File: src/rtl/psum_drain_pkg.sv
// Shared types and sizing for the partial-sum drain: FSM state encoding,
// output byte width, pack factor and derived word/FIFO entry widths.
package psum_drain_pkg;

    typedef enum logic [1:0] {
        ST_IDLE  = 2'd0,
        ST_RUN   = 2'd1,
        ST_FLUSH = 2'd2
    } drain_state_t;

    localparam int OUT_BYTE_W  = 8;
    localparam int PACK_FACTOR = 4;
    localparam int WORD_W      = OUT_BYTE_W * PACK_FACTOR;
    localparam int ADDR_W      = 16;
    localparam int LANE_W      = $clog2(PACK_FACTOR);
    localparam int ENTRY_W     = 1 + ADDR_W + WORD_W;

endpackage

File: src/rtl/psum_drain_if.sv
// Output word bus from the drain to the output memory writer (valid/ready).
interface psum_drain_if;
    import psum_drain_pkg::*;

    logic [WORD_W-1:0] m_data;
    logic [ADDR_W-1:0] m_addr;
    logic              m_valid;
    logic              m_ready;
    logic              m_last;

    modport master (
        output m_data,
        output m_addr,
        output m_valid,
        output m_last,
        input  m_ready
    );

    modport slave (
        input  m_data,
        input  m_addr,
        input  m_valid,
        input  m_last,
        output m_ready
    );

endinterface

File: src/rtl/psum_drain_fifo.sv
// Synchronous register FIFO for packed output words {last, addr, data}.
// Overflowing pushes and underflowing pops are dropped.
module drain_fifo #(
    parameter int depth = 4,
    parameter int width = 49
) (
    input  logic             clk,
    input  logic             rst_n,
    input  logic             push,
    input  logic [width-1:0] wdata,
    input  logic             pop,
    output logic [width-1:0] rdata,
    output logic             full,
    output logic             empty
);

    localparam int PTR_W = $clog2(depth);
    localparam logic [PTR_W:0] FULL_COUNT = (PTR_W + 1)'(depth);

    logic [width-1:0] mem [depth];
    logic [PTR_W-1:0] wr_ptr;
    logic [PTR_W-1:0] rd_ptr;
    logic [PTR_W:0]   count;
    logic             push_ok;
    logic             pop_ok;

    assign full    = (count == FULL_COUNT);
    assign empty   = (count == '0);
    assign push_ok = push && !full;
    assign pop_ok  = pop && !empty;
    assign rdata   = mem[rd_ptr];

    always_ff @(posedge clk) begin
        if (!rst_n) begin
            wr_ptr <= '0;
            rd_ptr <= '0;
            count  <= '0;
            for (int i = 0; i < depth; i++) begin
                mem[i] <= '0;
            end
        end else begin
            if (push_ok) begin
                mem[wr_ptr] <= wdata;
                wr_ptr      <= wr_ptr + 1'b1;
            end
            if (pop_ok) begin
                rd_ptr <= rd_ptr + 1'b1;
            end
            case ({push_ok, pop_ok})
                2'b10:   count <= count + 1'b1;
                2'b01:   count <= count - 1'b1;
                default: count <= count;
            endcase
        end
    end

endmodule

File: src/rtl/psum_drain.sv
// Drains a ReLU'd partial-sum tile: requantizes each element to a byte, packs
// up to four bytes per row-aligned word and streams {addr, data, last} out.
//
//   state    | meaning
//   ST_IDLE  | waiting for start; input stalled
//   ST_RUN   | accepting elements, packing and pushing words
//   ST_FLUSH | last word pushed; waiting for its handshake
module psum_drain
    import psum_drain_pkg::*;
#(
    parameter int data_width = 25,
    parameter int fifo_depth = 4
) (
    input  logic                  clk,
    input  logic                  rst_n,
    input  logic                  start,
    input  logic [4:0]            cfg_shift,
    input  logic [7:0]            cfg_row_len,
    input  logic [7:0]            cfg_num_rows,
    input  logic [ADDR_W-1:0]     cfg_base_addr,
    input  logic [data_width-1:0] in_data,
    input  logic                  in_valid,
    output logic                  stall,
    output logic                  busy,
    output logic                  done,
    psum_drain_if.master          m
);

    drain_state_t state_q;
    drain_state_t state_d;

    logic [4:0]            shift_q;
    logic [7:0]            row_len_q;
    logic [7:0]            num_rows_q;
    logic [ADDR_W-1:0]     addr_q;
    logic [LANE_W-1:0]     lane_q;
    logic [7:0]            col_q;
    logic [7:0]            row_q;
    logic [WORD_W-1:0]     accum_q;

    logic [data_width-1:0] shifted;
    logic [OUT_BYTE_W-1:0] q_byte;
    logic [WORD_W-1:0]     word_next;
    logic                  accept;
    logic                  row_end;
    logic                  tile_end;
    logic                  word_end;
    logic                  push;
    logic                  pop;
    logic                  pop_last;
    logic                  fifo_full;
    logic                  fifo_empty;
    logic [ENTRY_W-1:0]    fifo_wdata;
    logic [ENTRY_W-1:0]    fifo_head;

    // Negative sums cannot reach here legally; a set MSB is forced to zero.
    assign shifted = in_data >> shift_q;
    assign q_byte  = in_data[data_width-1]                   ? '0 :
                     (|shifted[data_width-1:OUT_BYTE_W])     ? {OUT_BYTE_W{1'b1}} :
                                                               shifted[OUT_BYTE_W-1:0];

    assign accept   = in_valid && !stall;
    assign row_end  = (col_q == row_len_q - 8'd1);
    assign tile_end = row_end && (row_q == num_rows_q - 8'd1);
    assign word_end = (lane_q == LANE_W'(PACK_FACTOR - 1)) || row_end;
    assign push     = accept && word_end;

    // Lanes above the current one are still zero in the accumulator, so a
    // row-ending partial word comes out with clean upper lanes.
    always_comb begin
        word_next = accum_q;
        word_next[{lane_q, 3'b000} +: OUT_BYTE_W] = q_byte;
    end

    assign fifo_wdata = {tile_end, addr_q, word_next};

    drain_fifo #(
        .depth (fifo_depth),
        .width (ENTRY_W)
    ) u_fifo (
        .clk   (clk),
        .rst_n (rst_n),
        .push  (push),
        .wdata (fifo_wdata),
        .pop   (pop),
        .rdata (fifo_head),
        .full  (fifo_full),
        .empty (fifo_empty)
    );

    assign m.m_valid = !fifo_empty;
    assign m.m_data  = fifo_head[WORD_W-1:0];
    assign m.m_addr  = fifo_head[WORD_W +: ADDR_W];
    assign m.m_last  = fifo_head[ENTRY_W-1] && !fifo_empty;
    assign pop       = m.m_valid && m.m_ready;
    assign pop_last  = pop && m.m_last;

    always_ff @(posedge clk) begin
        if (!rst_n) begin
            state_q <= ST_IDLE;
        end else begin
            state_q <= state_d;
        end
    end

    always_comb begin
        state_d = state_q;
        busy    = 1'b0;
        stall   = 1'b1;
        case (state_q)
            ST_IDLE: begin
                if (start) begin
                    state_d = ST_RUN;
                end
            end
            ST_RUN: begin
                busy  = 1'b1;
                stall = fifo_full;
                if (push && tile_end) begin
                    state_d = ST_FLUSH;
                end
            end
            ST_FLUSH: begin
                busy = 1'b1;
                if (pop_last) begin
                    state_d = ST_IDLE;
                end
            end
            default: state_d = ST_IDLE;
        endcase
    end

    always_ff @(posedge clk) begin
        if (!rst_n) begin
            shift_q    <= '0;
            row_len_q  <= '0;
            num_rows_q <= '0;
            addr_q     <= '0;
            lane_q     <= '0;
            col_q      <= '0;
            row_q      <= '0;
            accum_q    <= '0;
            done       <= 1'b0;
        end else begin
            done <= (state_q == ST_FLUSH) && pop_last;
            if ((state_q == ST_IDLE) && start) begin
                shift_q    <= cfg_shift;
                row_len_q  <= cfg_row_len;
                num_rows_q <= cfg_num_rows;
                addr_q     <= cfg_base_addr;
                lane_q     <= '0;
                col_q      <= '0;
                row_q      <= '0;
                accum_q    <= '0;
            end else if (accept) begin
                if (word_end) begin
                    accum_q <= '0;
                    lane_q  <= '0;
                    addr_q  <= addr_q + 1'b1;
                end else begin
                    accum_q <= word_next;
                    lane_q  <= lane_q + 1'b1;
                end
                if (row_end) begin
                    col_q <= '0;
                    row_q <= row_q + 1'b1;
                end else begin
                    col_q <= col_q + 1'b1;
                end
            end
        end
    end

endmodule

File: src/flat_wrapper.sv
// flat-port wrapper written by rule: the top's interface ports become plain ports
module psum_drain_flat import psum_drain_pkg::*;
#(
    parameter int data_width = 25,
    parameter int fifo_depth = 4
)
  (clk, rst_n, start, cfg_shift, cfg_row_len, cfg_num_rows, cfg_base_addr, in_data, in_valid, stall, busy, done, m_m_data, m_m_addr, m_m_valid, m_m_last, m_m_ready);
  psum_drain_if m_i ();
  input  logic clk;
  input  logic rst_n;
  input  logic start;
  input  logic [4:0] cfg_shift;
  input  logic [7:0] cfg_row_len;
  input  logic [7:0] cfg_num_rows;
  input  logic [ADDR_W-1:0] cfg_base_addr;
  input  logic [data_width-1:0] in_data;
  input  logic in_valid;
  output logic stall;
  output logic busy;
  output logic done;
  output wire logic [$bits(m_i.m_data)-1:0] m_m_data;
  output wire logic [$bits(m_i.m_addr)-1:0] m_m_addr;
  output wire logic [$bits(m_i.m_valid)-1:0] m_m_valid;
  output wire logic [$bits(m_i.m_last)-1:0] m_m_last;
  input wire logic [$bits(m_i.m_ready)-1:0] m_m_ready;
  assign m_m_data = m_i.m_data;
  assign m_m_addr = m_i.m_addr;
  assign m_m_valid = m_i.m_valid;
  assign m_m_last = m_i.m_last;
  assign m_i.m_ready = m_m_ready;
  psum_drain #(.data_width(data_width), .fifo_depth(fifo_depth)) u_core (.clk(clk), .rst_n(rst_n), .start(start), .cfg_shift(cfg_shift), .cfg_row_len(cfg_row_len), .cfg_num_rows(cfg_num_rows), .cfg_base_addr(cfg_base_addr), .in_data(in_data), .in_valid(in_valid), .stall(stall), .busy(busy), .done(done), .m(m_i));
endmodule
File: config.mk
export PLATFORM = sky130hd
export DESIGN_NAME = psum_drain_flat
export DESIGN_NICKNAME = d
export VERILOG_FILES = /design/src/rtl/psum_drain_pkg.sv /design/src/rtl/psum_drain_if.sv /design/src/rtl/psum_drain_fifo.sv /design/src/rtl/psum_drain.sv /design/src/flat_wrapper.sv
export SDC_FILE = /design/constraint.sdc
export NUM_CORES = 1
export LEC_CHECK = 0
export CAP_MARGIN = 10
export CORE_AREA = 3 3 169 171
export CTS_CLUSTER_DIAMETER = 120
export CTS_CLUSTER_SIZE = 30
export DETAILED_ROUTE_END_ITERATION = 6
export DIE_AREA = 0 0 172 174
export PLACE_DENSITY = 0.75
export REMOVE_ABC_BUFFERS = 1
export SLEW_MARGIN = 30
export SYNTH_ARGS = -nofsm -noshare
export SYNTH_HDL_FRONTEND = slang
export SYNTH_SLANG_ARGS = --single-unit
File: constraint.sdc
create_clock -name clk -period 7.9 [get_ports clk]
set_clock_uncertainty 0.05 [all_clocks]
set_input_delay 2.37 -clock clk [delete_from_list [all_inputs] [get_ports clk]]
set_output_delay 2.37 -clock clk [all_outputs]
set_load 0.01 [all_outputs]
==> After elaboration in Yosys (flattened, before gate mapping) <==
Memories as Yosys holds them, arrays and structs flattened. A register that Yosys moved wholly into a read port is not among the register bits.
Index checks and enable logic that the tools add are counted.
{ "op_classes": {"addsub": 11, "eq_ne": 11, "shift": 3, "n_mux": 25, "n_reduce_logical": 27, "bitwise": 1} }
{ "op_table": {"columns": ["operator", "n"], "rows": [
  ["$mux 49", 1],
  ["$reduce_or 49->1", 1],
  ["$mux 16", 3],
  ["$bwmux 32", 1],
  ["$mux 32", 1],
  ["$shift 8x7->32 const A", 1],
  ["$shiftx 8x7->32", 1],
  ["$shr 25x5->25", 1],
  ["$mux 8", 3],
  ["$reduce_or 17->1", 1],
  ["$add 16x1->16 const B", 1],
  ["$add 8x1->8 const B", 2],
  ["$eq 8x8->1", 2],
  ["$sub 8x1->8 const B", 2],
  ["$mux 2", 7],
  ["$logic_and 1x1->1", 11],
  ["$mux 1", 7],
  ["$neg 5->7", 1],
  ["$add 2x1->2 const B", 3],
  ["$eq 2x2->1 const B", 3],
  ["$pmux 2 s3", 1],
  ["$pmux 3 s2", 1],
  ["$reduce_bool 2->1", 3],
  ["$eq 2x1->1 const B", 2],
  ["13 further kinds", 18]
]} }
{ "word_totals": {"wordCells": 92, "register_bits": 97, "input_bits": 67, "mem_bits_rw": 196, "out_inout_bits": 53, "mem_count": 1} }
{ "mem_list": {"columns": ["name", "depth", "word_bits", "read_ports", "rd_ports_with_merged_regs", "wr", "line", "source"], "rows": [
  ["u_core.u_fifo.mem", 4, 49, 1, 1, 4, "psum_drain_fifo.sv:20", "logic [width-1:0] mem [depth];"]
]} }

==> Longest topological paths before layout <==
Gate-level depths: netlist (run 1).
{ "depth": {"ltp_word": 11, "depth_mapped": 15, "depth_no_buf": 14} }

==> By module <==
A second synthesis (run 1) with hierarchy kept.
{ "hier_totals": {"cells_unflattened": 1304, "hier_area_um2": 15064.4} }
{ "by_module_without_submodules": {"columns": ["mod", "seq_area_each_um2", "area_per_inst_um2", "cells_each", "n_inst"], "rows": [
  ["drain_fifo", 6065.8, 8911.0, 526, 1],
  ["psum_drain", 1801.7, 6153.4, 778, 1]
]} }

==> Least setup slack after synthesis (run 1) <==
Ideal clock, no wire load.
{ "synth_timing": {"path_kind": "input-to-reg", "from": "input in_valid", "to": "memory u_core.u_fifo.mem[3][0] (enable)", "t_required_ns": 7.327, "setup_slack_ns": 0.623, "stages": 5, "arrival_time_ns": 6.703, "path_cell_list": "nand3_1 > clkbuf_1 > nor2_1 > nand2_1 > o21ai_0"} }
{ "synth_rtl": {"columns": ["element", "line", "source"], "rows": [
  ["start: declaration", "flat_wrapper.sv:17", "input logic in_valid;"],
  ["end: declaration", "psum_drain_fifo.sv:20", null]
]} }

==> summary.md, run 1 <==
| Metric | Value |
|---|---|
| Status | complete, but fails checks |
| Violated checks | DRC |
| DR vias | 11030 |
| Cell Int Power | 2.173 mW |
| Pre-antenna DRT Iters | 7 |
| Crit start category | input port |
| Sequential area share after synthesis | 53.05% |
| Critical R2R Launch | u_core.row_len_q[0] |
| Max cap viols | 0 |
| Crit path buffers/inverters | 2 |
| R2R depth | 10 |
| Placed Cells incl. Taps | 1745 |
| Core area | 0.02703 mm² |
| Top cells by area, synth | edfxtp_1, dfxtp_1, mux4_2, nand2_1, nor2_1 |
| Die ar. | 0.02993 mm² |
| Total power | 2.889 mW |
| Hold Buf Count CTS | 0 |
| GRT overflow | 0 |
| Fin nets | 1503 |
| Most frequent cells in the layout | edfxtp_1, nand2_1, nor2_1 |
| Post-route ant nets | 0 |
| Fin crit share | 70.72% |
| R2R Path End | u_core.u_fifo.mem[2][39] |
| Critical path's slowest cell | nor2_1 |
| EDFF count, synth | 196 |
| CP most frequent cell | o22ai_1 |
| CTS tree | built |
| CP required | 8.05 ns |
| Mapped Area | 0.01483 mm² |
| Max Root-Sink Buffers | 3 |
| Post_cts resized | 0 |
| Synth Register Bits | 295 |
| GRT Util Overall | 23.87% |
| # diodes | 0 |
| Final worst slack | 2.313 ns |
| Leading area contributor after synthesis | edfxtp_1 |
| H-tree Lvls | 1 |
| Max Fanout on Critical Path | 17 |
| Root buf cell | clkbuf_16 |
| CP cell instances | clkdlybuf4s50_1, mux4_2, inv_1, a32oi_1, o22ai_1, o21ai_0, nor2_1, o22ai_1 |
| Fraction of layout cells with a size suffix above 1 | 10.18% |
| Placer Congestion | 0.8726 |
| Critical path data arrival time | 5.73 ns |
| # rows | 60 |
| CP Capture Type | register |
| Worst setup slack after placement | 1.974 ns |
| Beginning of the worst hold path | u_core.accum_q[19] |
| Fillers | 2177 |
| Final Setup Violations | 0 |
| Port Buffer Count | 119 |
| Clk Latency, worst-skew pair | 0.49 ns |
| DR WL/cell | 20.48 µm |
| Synth warn | 0 |
| Slew @ Worst Pin | 1.030 ns |
| Commonest non-fill, non-tap cell in the layout | edfxtp_1 |
| Routed wire length | 36.17 mm |
| WS Path Type | in -> reg |
| I/O pins | 120 |
| DIE WIDTH | 172 µm |
| Synth unique cells | 67 |
| Cell Area, Placed | 0.01633 mm² |
| Switch Pwr | 0.7157 mW |
| Hold Path Depth | 2 |
| Comb power frac | 13.3% |
| Initial Util | 54.87% |
| Pleak | 5.623 nW |
| DPL Wire Length | 23.59 mm |
| Clk pwr share | 26.7% |
| Number of DRC markers in iteration 0 | 1049 |
| FMAX | 179.0 MHz |
| Max incr delay on CP | 0.84 ns |
| Slew headroom | 31.09% |
| Mapped Cells | 1344 |
| CTS sink count | 295 |
| Hold Path Class | reg -> reg |
| Sw Share | 24.77% |
| Final min period | 5.587 ns |
| Syn Area/Cell | 11.03 µm² |
| Setup Total Neg Slack | 0 ns |
| Top-area cell type share of the netlist area | 39.69% |
| Largest net degree at the start of global routing | 54 |
| Post-CTS setup buffers | 0 |
| Final instance area | 0.01671 mm² |
| Final Hold Vio Count | 0 |
| Main synth FF type | edfxtp_1 |
| Async SR Flop Fraction | 0% |
| WHS Endpoint | u_core.accum_q[19] |
| Max VDD drop | 0.0001167 V |
| Sequential power share | 60.0% |
| Drt via density | 6.247 |
| RSZ-0062 raised after global routing | false |
| CTS clk-pin slew, worst paths | 0.11 ns |
| Die Y | 174 µm |
| Drc violations | 7 |
| Global-route wire length before repair | 57.77 mm |
| Initial antenna violation count | 0 |
| Vias in the first global route | 10810 |
| Non-filler cells, final | 1766 |
| CP delay by family, top | compound AO/OA/AOI/OAI gates |
| Layout area overhead | 12.66% |
| Slew Viols, Final | 0 |
| Flop2flop setup slack | 3.05 ns |
| CTS Buf Count | 13 |
| PwrDens | 172.9 mW/mm² |
how the worst max path moves through the flow:
stage	end	slack [ns]	start	depth (start not counted)
after floorplan	u_core.u_fifo.mem[3][0]	0.62	in_valid	4
after global placement	u_core.u_fifo.mem[2][7]	1.96	in_valid	7
after detailed placement	u_core.u_fifo.mem[3][25]	1.97	in_data[24]	8
after CTS	u_core.u_fifo.mem[2][25]	2.49	rst_n	5
after global routing	u_core.u_fifo.mem[3][25]	2.18	in_data[24]	8
final	u_core.u_fifo.mem[3][25]	2.31	in_data[24]	8
flip-flops by register name, summed over array words and instances (netlist names), named ones only:
name,flops
u_core.u_fifo.mem,196
u_core.accum_q,32
u_core.addr_q,16
u_core.col_q,8
u_core.num_rows_q,8
u_core.row_len_q,8
u_core.row_q,8
u_core.shift_q,5
u_core.u_fifo.count,3
u_core.lane_q,2
u_core.state_q,2
u_core.u_fifo.rd_ptr,2
u_core.u_fifo.wr_ptr,2
u_core.done,1
power groups by stage:
stage / clock network, mW / registers (mW) / logic, mW
after floorplan: 0 / 1.77 / 0.226
after global placement: 0 / 1.76 / 0.373
after detailed placement: 0 / 1.77 / 0.379
after CTS: 0.784 / 1.73 / 0.380
after global routing: 0.836 / 1.74 / 0.416
final: 0.772 / 1.73 / 0.383
worst min-delay path: stages, from the launching register on:
cell and delay, ns:
dfxtp_1 0.34, nand2_1 0.04, o21ai_0 0.06
routing by layer:
layer / up-vias / GRT usage [%] / share of wire (%)
li1: 5110 / - / -
met1: 5388 / 33.72 / 41
met2: 490 / 40.10 / 49
met3: 44 / 2.638 / 7.8
met4: 0 / 5.289 / 1.3
met5: - / 0 / 0
stage by stage:
stage,hold WS (ns),util [%]
floorplan,0.3673,-
global placement,0.3749,60.39
detailed placement,0.3863,60.43
CTS,0.4117,61.76
global route,0.4320,61.82
finish,0.4123,61.82
kinds of logic after synthesis:
family                   after synthesis  synth area share, %
AO/OA/AOI/OAI                        275                11.15
XOR/XNOR                              47                2.776
buffers and inverters                129                3.586
multiplexers                         107                13.20
flip-flops                           295                53.05
adder cells (fa/ha/maj)               17                1.485
AND/OR/NAND/NOR                      474                14.74
layout make-up:
class	count	area, µm²	share of cell area, %
Sequential cell	295	7876	47.14
Multi-Input combinational cell	920	6490	38.85
Tap cell	341	426.7	2.554
Clock buffer	20	351.6	2.104
Inverter	43	161.4	0.9661
Timing Repair Buffer	146	1394	8.343
Clock inverter	1	7.507	0.04493
cells in the mapped netlist, drive strengths merged, types with 15 or more instances:
cell / count
xor2: 21
buf: 40
a21oi: 68
ha: 16
and2: 21
nand3: 20
o22ai: 44
nor2: 136
nor4: 15
xnor2: 26
o21ai: 94
clkbuf: 46
mux2i: 28
inv: 42
mux4: 70
nand2: 195
edfxtp: 196
dfxtp: 99
Power figures use the tool's default switching activity.
==> run 2: changes to the inputs <==
Clock period 7.9 ns to 5.6 ns, I/O delays scaled along.
==> summary.md, run 2 (synthesis gave the netlist of run 1 again) <==
| Metric | Value |
|---|---|
| Status | completed |
| Initial antenna violation count | 0 (unchanged) |
| Slew @ Worst Pin | 0.8619 ns (-0.1679 ns) |
| CP cell instances | clkdlybuf4s50_1, mux4_2, nor4b_1, nor2_1, nor4_4, a211oi_2, nor2_2, o21ai_0 |
| CP Capture Type | register |
| RSZ-0062 raised after global routing | false |
| Worst setup slack after placement | 0.5533 ns (-1.421 ns) |
| Die ar. | 0.02993 mm² (unchanged) |
| CTS sink count | 295 (unchanged) |
| Beginning of the worst hold path | u_core.accum_q[13] |
| CP required | 5.78 ns (-2.27 ns) |
| DR vias | 10970 (-0.53%) |
| Max Root-Sink Buffers | 3 (unchanged) |
| Top reg by flops | u_core.u_fifo.mem |
| Hold Path Class | reg -> reg |
| Drc violations | 0 (-7) |
| Pleak | 5.679 nW (+1.0%) |
| Fraction of layout cells with a size suffix above 1 | 10.68% (+0.50 points) |
| Flop2flop setup slack | 1.57 ns (-1.48 ns) |
| WS Path Type | in -> reg |
| Fin nets | 1510 (+0.47%) |
| Vias in the first global route | 10790 (-0.19%) |
| Final Hold Vio Count | 0 (unchanged) |
| CTS tree | built |
| R2R Path End | u_core.u_fifo.mem[1][2] |
| GR met3 Demand/Resource | 2.593% (-0.045 points) |
| Hold Buf Count CTS | 0 (unchanged) |
| Initial Util | 54.87% (unchanged) |
| Root buf cell | clkbuf_16 |
| Crit path from | in_data[22] |
| DPL Wire Length | 23.75 mm (+0.67%) |
| Slew headroom | 42.20% (+11 points) |
| GR peak layer | met2 |
| # rows | 60 (unchanged) |
| H-tree Lvls | 1 (unchanged) |
| Max VDD drop | 0.0001590 V (+36%) |
| Crit start category | input port |
| Clk Latency, worst-skew pair | 0.50 ns (about the same) |
| Post_cts resized | 0 (unchanged) |
| Final worst slack | 1.036 ns (-1.277 ns) |
| I/O pins | 120 (unchanged) |
| FMAX | 219.1 MHz |
| Final min period | 4.564 ns |
| R2R depth | 12 (+2) |
| Largest net degree at the start of global routing | 54 (unchanged) |
| Port Buffer Count | 119 (unchanged) |
| Critical path's slowest cell | nor2_2 |
| CTS Buf Count | 13 (unchanged) |
| Critical path data arrival time | 4.74 ns (-0.99 ns) |
| Crit path capture | u_core.u_fifo.mem[2][21] |
| Max Fanout on Critical Path | 16 (-1) |
| Slew Viols, Final | 0 (unchanged) |
| Pre-antenna DRT Iters | 5 (-2) |
| GRT Util Overall | 23.69% (-0.18 points) |
| Global-route wire length before repair | 56.98 mm (-1.4%) |
| # diodes | 0 (unchanged) |
| Core area | 0.02703 mm² (unchanged) |
| Fin crit share | 81.50% |
| Placer Congestion | 0.8676 (-0.57%) |
| Biggest regs | u_core.u_fifo.mem: 196 flops, u_core.accum_q: 32 flops, u_core.addr_q: 16 flops |
| Met2 Use GR | 39.68% (-0.41 points) |
| Critical R2R Launch | u_core.row_len_q[0] |
| Number of DRC markers in iteration 0 | 1083 (+3.2%) |
| DR WL/cell | 20.30 µm (-0.88%) |
| Cell Area, Placed | 0.01642 mm² (+0.56%) |
| Layout area overhead | 13.31% |
| Die Y | 174 µm (unchanged) |
| Max cap viols | 0 (unchanged) |
| Max incr delay on CP | 0.62 ns (-0.22 ns) |
| Drt via density | 6.186 (-0.97%) |
| PwrDens | 244.1 mW/mm² (+41%) |
| GRT overflow | 0 (unchanged) |
| Routed wire length | 36.02 mm (-0.43%) |
| Commonest non-fill, non-tap cell in the layout | edfxtp_1 |
| Final Setup Violations | 0 (unchanged) |
| Most frequent cells in the layout | edfxtp_1, nand2_1, nor2_1 |
| DIE WIDTH | 172 µm (unchanged) |
| Max reg flops | 196 (unchanged) |
| CTS clk-pin slew, worst paths | 0.11 ns (about the same) |
| GR Util met1 | 33.44% (-0.29 points) |
| Post-CTS setup buffers | 0 (unchanged) |
| Post-route ant nets | 0 (unchanged) |
| Final instance area | 0.01680 mm² (+0.58%) |
| Post-layout util | 62.18% (+0.36 points) |
-- run 2: cell types whose count changed in the layout (fill, tap and decap cells not counted), sizes merged --
cell / before / now
buf: 27 / 34
inv: 42 / 44
clkinvlp: 1 / 0
-- run 2: area by class of cell --
class | count | area (µm²)
Fill cell | 2168 | 10220
Clock buffer | 20 | 351.6
Clock inverter | 2 | 15.01
Multi-Input combinational cell | 920 | 6475
Timing Repair Buffer | 153 | 1496
Tap cell | 341 | 426.7
Inverter | 43 | 161.4
Sequential cell | 295 | 7878
-- run 2: critical path: cells and delay by family --
kind	cells	cell delay [ns]
buf+inv	1	0.55
mux	1	0.57
simple gates	4	1.48
compound gates	2	0.46
-- run 2: through the flow --
stage          cells  power (mW)  hold slack [ns]  TNS, ns
6_report        1774       4.102           0.4174        0
5_1_grt         1774       4.237           0.4315        0
4_1_cts         1774       4.097           0.4123        0
3_5_place_dp    1752       3.031           0.3898        0
3_3_place_gp    1752       3.019           0.3781        0
2_1_floorplan   1258       2.812           0.3673  -121.66
-- run 2: how the worst min path moves through the flow --
| stage | endpoint | cells past startpoint |
|---|---|---|
| after CTS | u_core.accum_q[13] | 2 |
| after global placement | u_core.accum_q[27] | 2 |
| after detailed placement | u_core.accum_q[13] | 2 |
| final | u_core.accum_q[13] | 2 |
| after global routing | u_core.accum_q[27] | 2 |
| after floorplan | u_core.accum_q[13] | 2 |
-- run 2: report_power, final --
part / internal [mW] / switching, mW
combinational: 0.239 / 0.299
clock: 0.449 / 0.665
sequential: 2.39 / 0.0626
total: 3.07 / 1.03
-- run 2: per-layer routing --
metal  up-vias  routed length, µm
li1       5117                  -
met1      5335              14990
met2       465              17690
met3        57               2718
met4         0                613
met5         -                  0
==> run 3: changes to the inputs <==
Clock period 5.6 ns to 4.2 ns, I/O delays scaled along.
==> summary.md, run 3 (synthesis gave the netlist of run 1 again) <==
| Metric | Value |
|---|---|
| CTS Buf Count | 13 (unchanged) |
| Slew headroom | 36.56% (-5.6 points) |
| CP most frequent cell | nor2_1 |
| Pleak | 5.941 nW (+4.6%) |
| Max Root-Sink Buffers | 3 (unchanged) |
| Final instance area | 0.01724 mm² (+2.6%) |
| GRT Util Overall | 24.01% (+0.32 points) |
| CP Capture Type | register |
| Placer Congestion | 0.8876 (+2.3%) |
| Cell Area, Placed | 0.01689 mm² (+2.8%) |
| Global-route wire length before repair | 57.56 mm (+1.0%) |
| Fillers | 2145 (-1.1%) |
| Layout area overhead | 16.28% |
| Fin nets | 1566 (+3.7%) |
| Max reg flops | 196 (unchanged) |
| Routed wire length | 36.26 mm (+0.67%) |
| RSZ-0062 raised after global routing | false |
| Core area | 0.02703 mm² (unchanged) |
| Max incr delay on CP | 0.51 ns (-0.11 ns) |
| Fin crit share | 90.78% |
| Commonest non-fill, non-tap cell in the layout | edfxtp_1 |
| Biggest regs | u_core.u_fifo.mem: 196 flops, u_core.accum_q: 32 flops, u_core.addr_q: 16 flops |
| Final min period | 3.813 ns |
| Largest net degree at the start of global routing | 54 (unchanged) |
| Slew Viols, Final | 0 (unchanged) |
| Pre-antenna DRT Iters | 5 (unchanged) |
| Post_cts resized | 0 (unchanged) |
| Hold Path Class | reg -> reg |
| Max VDD drop | 0.0001998 V (+26%) |
| CP delay by family, top | simple AND/OR/NAND/NOR gates |
| Root buf cell | clkbuf_16 |
| WS Path Type | in -> reg |
| Clk Latency, worst-skew pair | 0.49 ns (about the same) |
| Max cap viols | 0 (unchanged) |
| H-tree Lvls | 1 (unchanged) |
| Port Buffer Count | 119 (unchanged) |
| I/O pins | 120 (unchanged) |
| CTS tree | built |
| Crit start category | input port |
| PwrDens | 317.8 mW/mm² (+30%) |
| GRT overflow | 0 (unchanged) |
| Critical path's slowest cell | mux4_2 |
| Fraction of layout cells with a size suffix above 1 | 13.72% (+3.0 points) |
| Most frequent cells in the layout | edfxtp_1, nand2_1, nor2_1 |
| CTS clk-pin slew, worst paths | 0.11 ns (about the same) |
| Status | completed |
| Initial Util | 54.87% (unchanged) |
| Hold slack | 0.4104 ns (-0.007032 ns) |
| Final Hold Vio Count | 0 (unchanged) |
| FMAX | 262.3 MHz |
| Number of DRC markers in iteration 0 | 1253 (+16%) |
| Max Fanout on Critical Path | 5 (-11) |
| Final Setup Violations | 0 (unchanged) |
| DR WL/cell | 19.84 µm (-2.3%) |
| Top reg by flops | u_core.u_fifo.mem |
| Post-CTS setup buffers | 0 (unchanged) |
| DR vias | 11100 (+1.1%) |
| DIE WIDTH | 172 µm (unchanged) |
| Crit path buffers/inverters | 2 (+1) |
| Total area of multi-input combinational cells | 0.006460 mm² (-0.23%) |
| DPL Wire Length | 24.44 mm (+2.9%) |
| Hold Buf Count CTS | 0 (unchanged) |
| Initial antenna violation count | 0 (unchanged) |
| Post-route ant nets | 0 (unchanged) |
| CTS sink count | 295 (unchanged) |
| Die ar. | 0.02993 mm² (unchanged) |
| CP required | 4.38 ns (-1.40 ns) |
| Die Y | 174 µm (unchanged) |
| Drc violations | 0 (unchanged) |
| Slew @ Worst Pin | 0.9517 ns (+0.08978 ns) |
| # diodes | 0 (unchanged) |
| Register area | 0.007874 mm² (about the same) |
| Setup Total Neg Slack | 0 ns (unchanged) |
| CP cell instances | clkdlybuf4s50_1, mux4_2, nor4b_1, nor2_1, nor4_4, o2111ai_1, a32oi_1, buf_4, nor2_1 |
| Critical path data arrival time | 4.00 ns (-0.74 ns) |
| Vias in the first global route | 10840 (+0.52%) |
| # rows | 60 (unchanged) |
| Drt via density | 6.071 (-1.9%) |
## run 3: layout make-up
cell class	instances	area share (%)
Clock buffer	19	2.017
Clock inverter	1	0.04354
Inverter	43	0.9360
Multi-Input combinational cell	920	37.46
Sequential cell	295	45.66
Tap cell	341	2.474
Timing Repair Buffer	209	11.41
## run 3: worst paths after layout
kind | start | endpoint | slack [ns] | depth (start not counted)
max | in_data[20] | u_core.u_fifo.mem[0][16] | 0.39 | 9
max reg2reg | u_core.row_len_q[0] | u_core.u_fifo.count[2] | 0.71 | 14
min | u_core.accum_q[27] | u_core.accum_q[27] | 0.41 | 2
min reg2reg | u_core.accum_q[27] | u_core.accum_q[27] | 0.41 | 2
## run 3: tightest hold or removal path, stage by stage (launching register included)
cell and delay, ns:
dfxtp_1 0.34, nand2_1 0.04, o21ai_0 0.05
## run 3: through the flow
stage	power [mW]	cells	setup WS, ns	utilization, %
5_1_grt	5.676	1828	0.2335	63.81
3_3_place_gp	4.074	1808	-0.01798	62.49
2_1_floorplan	3.749	1258	-2.219	-
6_report	5.479	1828	0.3872	63.81
3_5_place_dp	4.091	1808	-0.06550	62.49
4_1_cts	5.489	1828	0.3168	63.81
## run 3: report_power, final
group / internal (mW) / switching, mW / total (mW)
Clock: 0.589 / 0.862 / 1.45
Sequential: 3.18 / 0.0849 / 3.27
Combinational: 0.358 / 0.404 / 0.762
Total: 4.13 / 1.35 / 5.48
## run 3: layer usage
layer	share of wire, %	up-vias	GRT usage [%]
li1	-	5225	-
met1	41	5352	33.93
met2	49	465	40.10
met3	7.8	55	2.820
met4	1.9	0	5.556
met5	0	-	0
==> variant (settings of run 3) <==
Register the inputs `cfg_shift`, `cfg_row_len`, `cfg_num_rows` and `cfg_base_addr` before use, without a reset. The logic sees them one clock later. The other inputs are not delayed to match.
--- a/src/rtl/psum_drain.sv
+++ b/src/rtl/psum_drain.sv
@@ -25,6 +25,18 @@
     output logic                  done,
     psum_drain_if.master          m
 );
+
+    logic [4:0] cfg_shift_q;
+    logic [7:0] cfg_row_len_q;
+    logic [7:0] cfg_num_rows_q;
+    logic [ADDR_W-1:0] cfg_base_addr_q;
+
+    always_ff @(posedge clk) begin
+        cfg_shift_q     <= cfg_shift;
+        cfg_row_len_q   <= cfg_row_len;
+        cfg_num_rows_q  <= cfg_num_rows;
+        cfg_base_addr_q <= cfg_base_addr;
+    end
 
     drain_state_t state_q;
     drain_state_t state_d;
@@ -144,10 +156,10 @@
         end else begin
             done <= (state_q == ST_FLUSH) && pop_last;
             if ((state_q == ST_IDLE) && start) begin
-                shift_q    <= cfg_shift;
-                row_len_q  <= cfg_row_len;
-                num_rows_q <= cfg_num_rows;
-                addr_q     <= cfg_base_addr;
+                shift_q    <= cfg_shift_q;
+                row_len_q  <= cfg_row_len_q;
+                num_rows_q <= cfg_num_rows_q;
+                addr_q     <= cfg_base_addr_q;
                 lane_q     <= '0;
                 col_q      <= '0;
                 row_q      <= '0;
Formal check against the unedited RTL: not equivalent (a bounded check fails within 4 cycles, from zero or initial values and one cycle with rst_n low).
==> variant against run 3 <==
- power rose by 24%
- routed wire length fell by 4.3%
- final cell count rose by 1.4%
- sequential power rose by 14%
- design area rose by 3.9%
- worst hold slack got worse by 0.015 ns
- largest power group unchanged
- combinational power rose by 81%
- area after synthesis rose by 5.7%
- utilization rose by 2.5 points
- sequential cell count rose by 37
- setup slack got worse by 0.032 ns
==> variant: results (changes against run 3) <==
NumNets Final: 1589 (+1.5%)
leakage: 6.27 nW (+5.5%)
# resized after CTS: 0 (unchanged)
cell count after synthesis: 1388 (+3.3%)
first-pass GRT wire length: 55.7 mm (-3.2%)
Reg clk slew, reported paths: 0.11 ns (about the same)
DP Wirelength: 23.6 mm (-3.4%)
Max rail drop VDD: 0.000400 V (+100%)
Placed Instances: 1825 (+0.94%)
final std cells w/o fill: 1854 (+1.4%)
Pre-Repair DR Iteration Count: 5 (unchanged)
family with the most delay on the worst path: compound AO/OA/AOI/OAI gates
crit path DAT: 4.05 ns (+0.05 ns)
routed vias: 10900 (-1.4%)
Synth Flop Type: edfxtp_1
Yosys cell types: 77 (+15%)
outcome: completed
register area share after synthesis: 54.9% (+1.9 points)
layout cells sized above 1: 13.6% (-0.10 points)
Routed WL per cell: 18.7 microns (-5.7%)
Async SR Flop Fraction: 0% (unchanged)
register-to-register setup slack: 0.75 ns (+0.04 ns)
Worst Setup Path Type: in -> reg
IO Port Bufs: 119 (unchanged)
dpl ws: -0.557 ns (-0.492 ns)
Root Driver: clkbuf_16
leading post-synthesis cells by cell area: edfxtp_1, dfxtp_1, mux4_2, nor2_1, nand2_1
GPL Wtd Cong: 0.913 (+2.9%)
Regs by FF count: u_core.u_fifo.mem: 196 flops, u_core.accum_q: 32 flops
Clock Tree Buf Depth: 3 (unchanged)
Fillers: 2061 (-3.9%)
reg-to-reg critical path endpoint: u_core.u_fifo.mem[3][10]
critical path launch point: in_data[18]
crit-path max FO: 10 (+5)
Reg2Reg Launch Point: u_core.shift_q[1]
fin crit share: 91.6% (+0.77 points)
Tot GR Track Use: 23.1% (-0.88 points)
Hold Crit Class: reg -> reg
pin count of the biggest net entering global routing: 38 (-30%)
r2r worst-path depth: 10 (-4)
worst skew pair latency: 0.52 ns (+0.03 ns)
initial drt markers: 887 (-29%)
synth cell count leaders: edfxtp_1, nor2_1, nand2_1
Post-synth EDFFs: 196 (unchanged)
H-tree level count: 1 (unchanged)
CP max stage delay: 0.58 ns (+0.07 ns)
Placement Cell Area: 17400 sq um (+3.3%)
CTS Buf Count: 15 (+2)
grt ovf: 0 (unchanged)
Slew @ Worst Pin: 0.837 ns (-0.115 ns)
slowest CP cell: clkdlybuf4s50_1
variant: report_power, final:
group | internal (W) | total [W] | leakage (nW) | switching (W)
Clock | 0.000701 | 0.00168 | 0.211 | 0.000983
Combinational | 0.000586 | 0.00138 | 2.92 | 0.000799
Sequential | 0.00360 | 0.00374 | 3.13 | 0.000141
Total | 0.00489 | 0.00681 | 6.27 | 0.00192
variant: final cells by class:
cell class	instances	area [sq um]	area share [%]
clock buffers	24	409	2.28
inverters	40	150	0.838
clock inverters	2	38.8	0.216
well taps	341	427	2.38
multi-input cells	931	6540	36.5
repair buffers	184	1740	9.69
flip-flops and latches	332	8610	48.1
variant: timing repair:
item	in CTS	in global routing
buffers inserted	3	0
setup endpoints to repair	6	0
hold buffers	0	0
variant: worst min-delay path by stage:
stage                       startpoint                   to  slack, ns  depth (start not counted)
2_1_floorplan        u_core.accum_q[0]    u_core.accum_q[0]       0.37                          2
3_3_place_gp         u_core.accum_q[8]    u_core.accum_q[8]       0.38                          2
3_5_place_dp        u_core.accum_q[16]   u_core.accum_q[16]       0.38                          2
4_1_cts        u_core.cfg_row_len_q[6]  u_core.row_len_q[6]       0.40                          2
5_1_grt        u_core.cfg_row_len_q[4]  u_core.row_len_q[4]       0.41                          2
6_report       u_core.cfg_row_len_q[6]  u_core.row_len_q[6]       0.40                          2
variant: cells by family (layout without fill, tap and decap cells):
family / after synthesis / in the layout / synth area share [%]
AOI/OAI and AO/OA: 216 / 216 / 9.57
xor gates and xnor gates: 51 / 51 / 2.85
adders and majority gates: 18 / 18 / 1.48
buffers and inverters: 125 / 250 / 3.42
DFF: 332 / 332 / 54.9
muxes: 88 / 88 / 10.9
and+or+nand+nor: 558 / 558 / 16.8
variant: metal layers:
layer / part of all wire, % / global-route usage, % / wire length [microns] / vias up
met4: 2.0 / 5.49 / 707 / 0
met3: 6.7 / 3.18 / 2310 / 48
met5: 0 / 0 / 0 / -
li1: - / - / - / 5178
met1: 42 / 32.2 / 14500 / 5316
met2: 50 / 38.8 / 17200 / 404
variant: tightest hold or removal path, cell delays in order, from the launching register on:
cell and delay [ns]:
dfxtp_1 0.32, nand2_1 0.04, a21boi_0 0.06
variant: metrics by stage:
stage / hold WS (ns) / util (%)
2_1_floorplan: 0.367 / -
3_3_place_gp: 0.376 / 64.6
3_5_place_dp: 0.384 / 64.6
4_1_cts: 0.402 / 66.3
5_1_grt: 0.415 / 66.3
6_report: 0.396 / 66.3
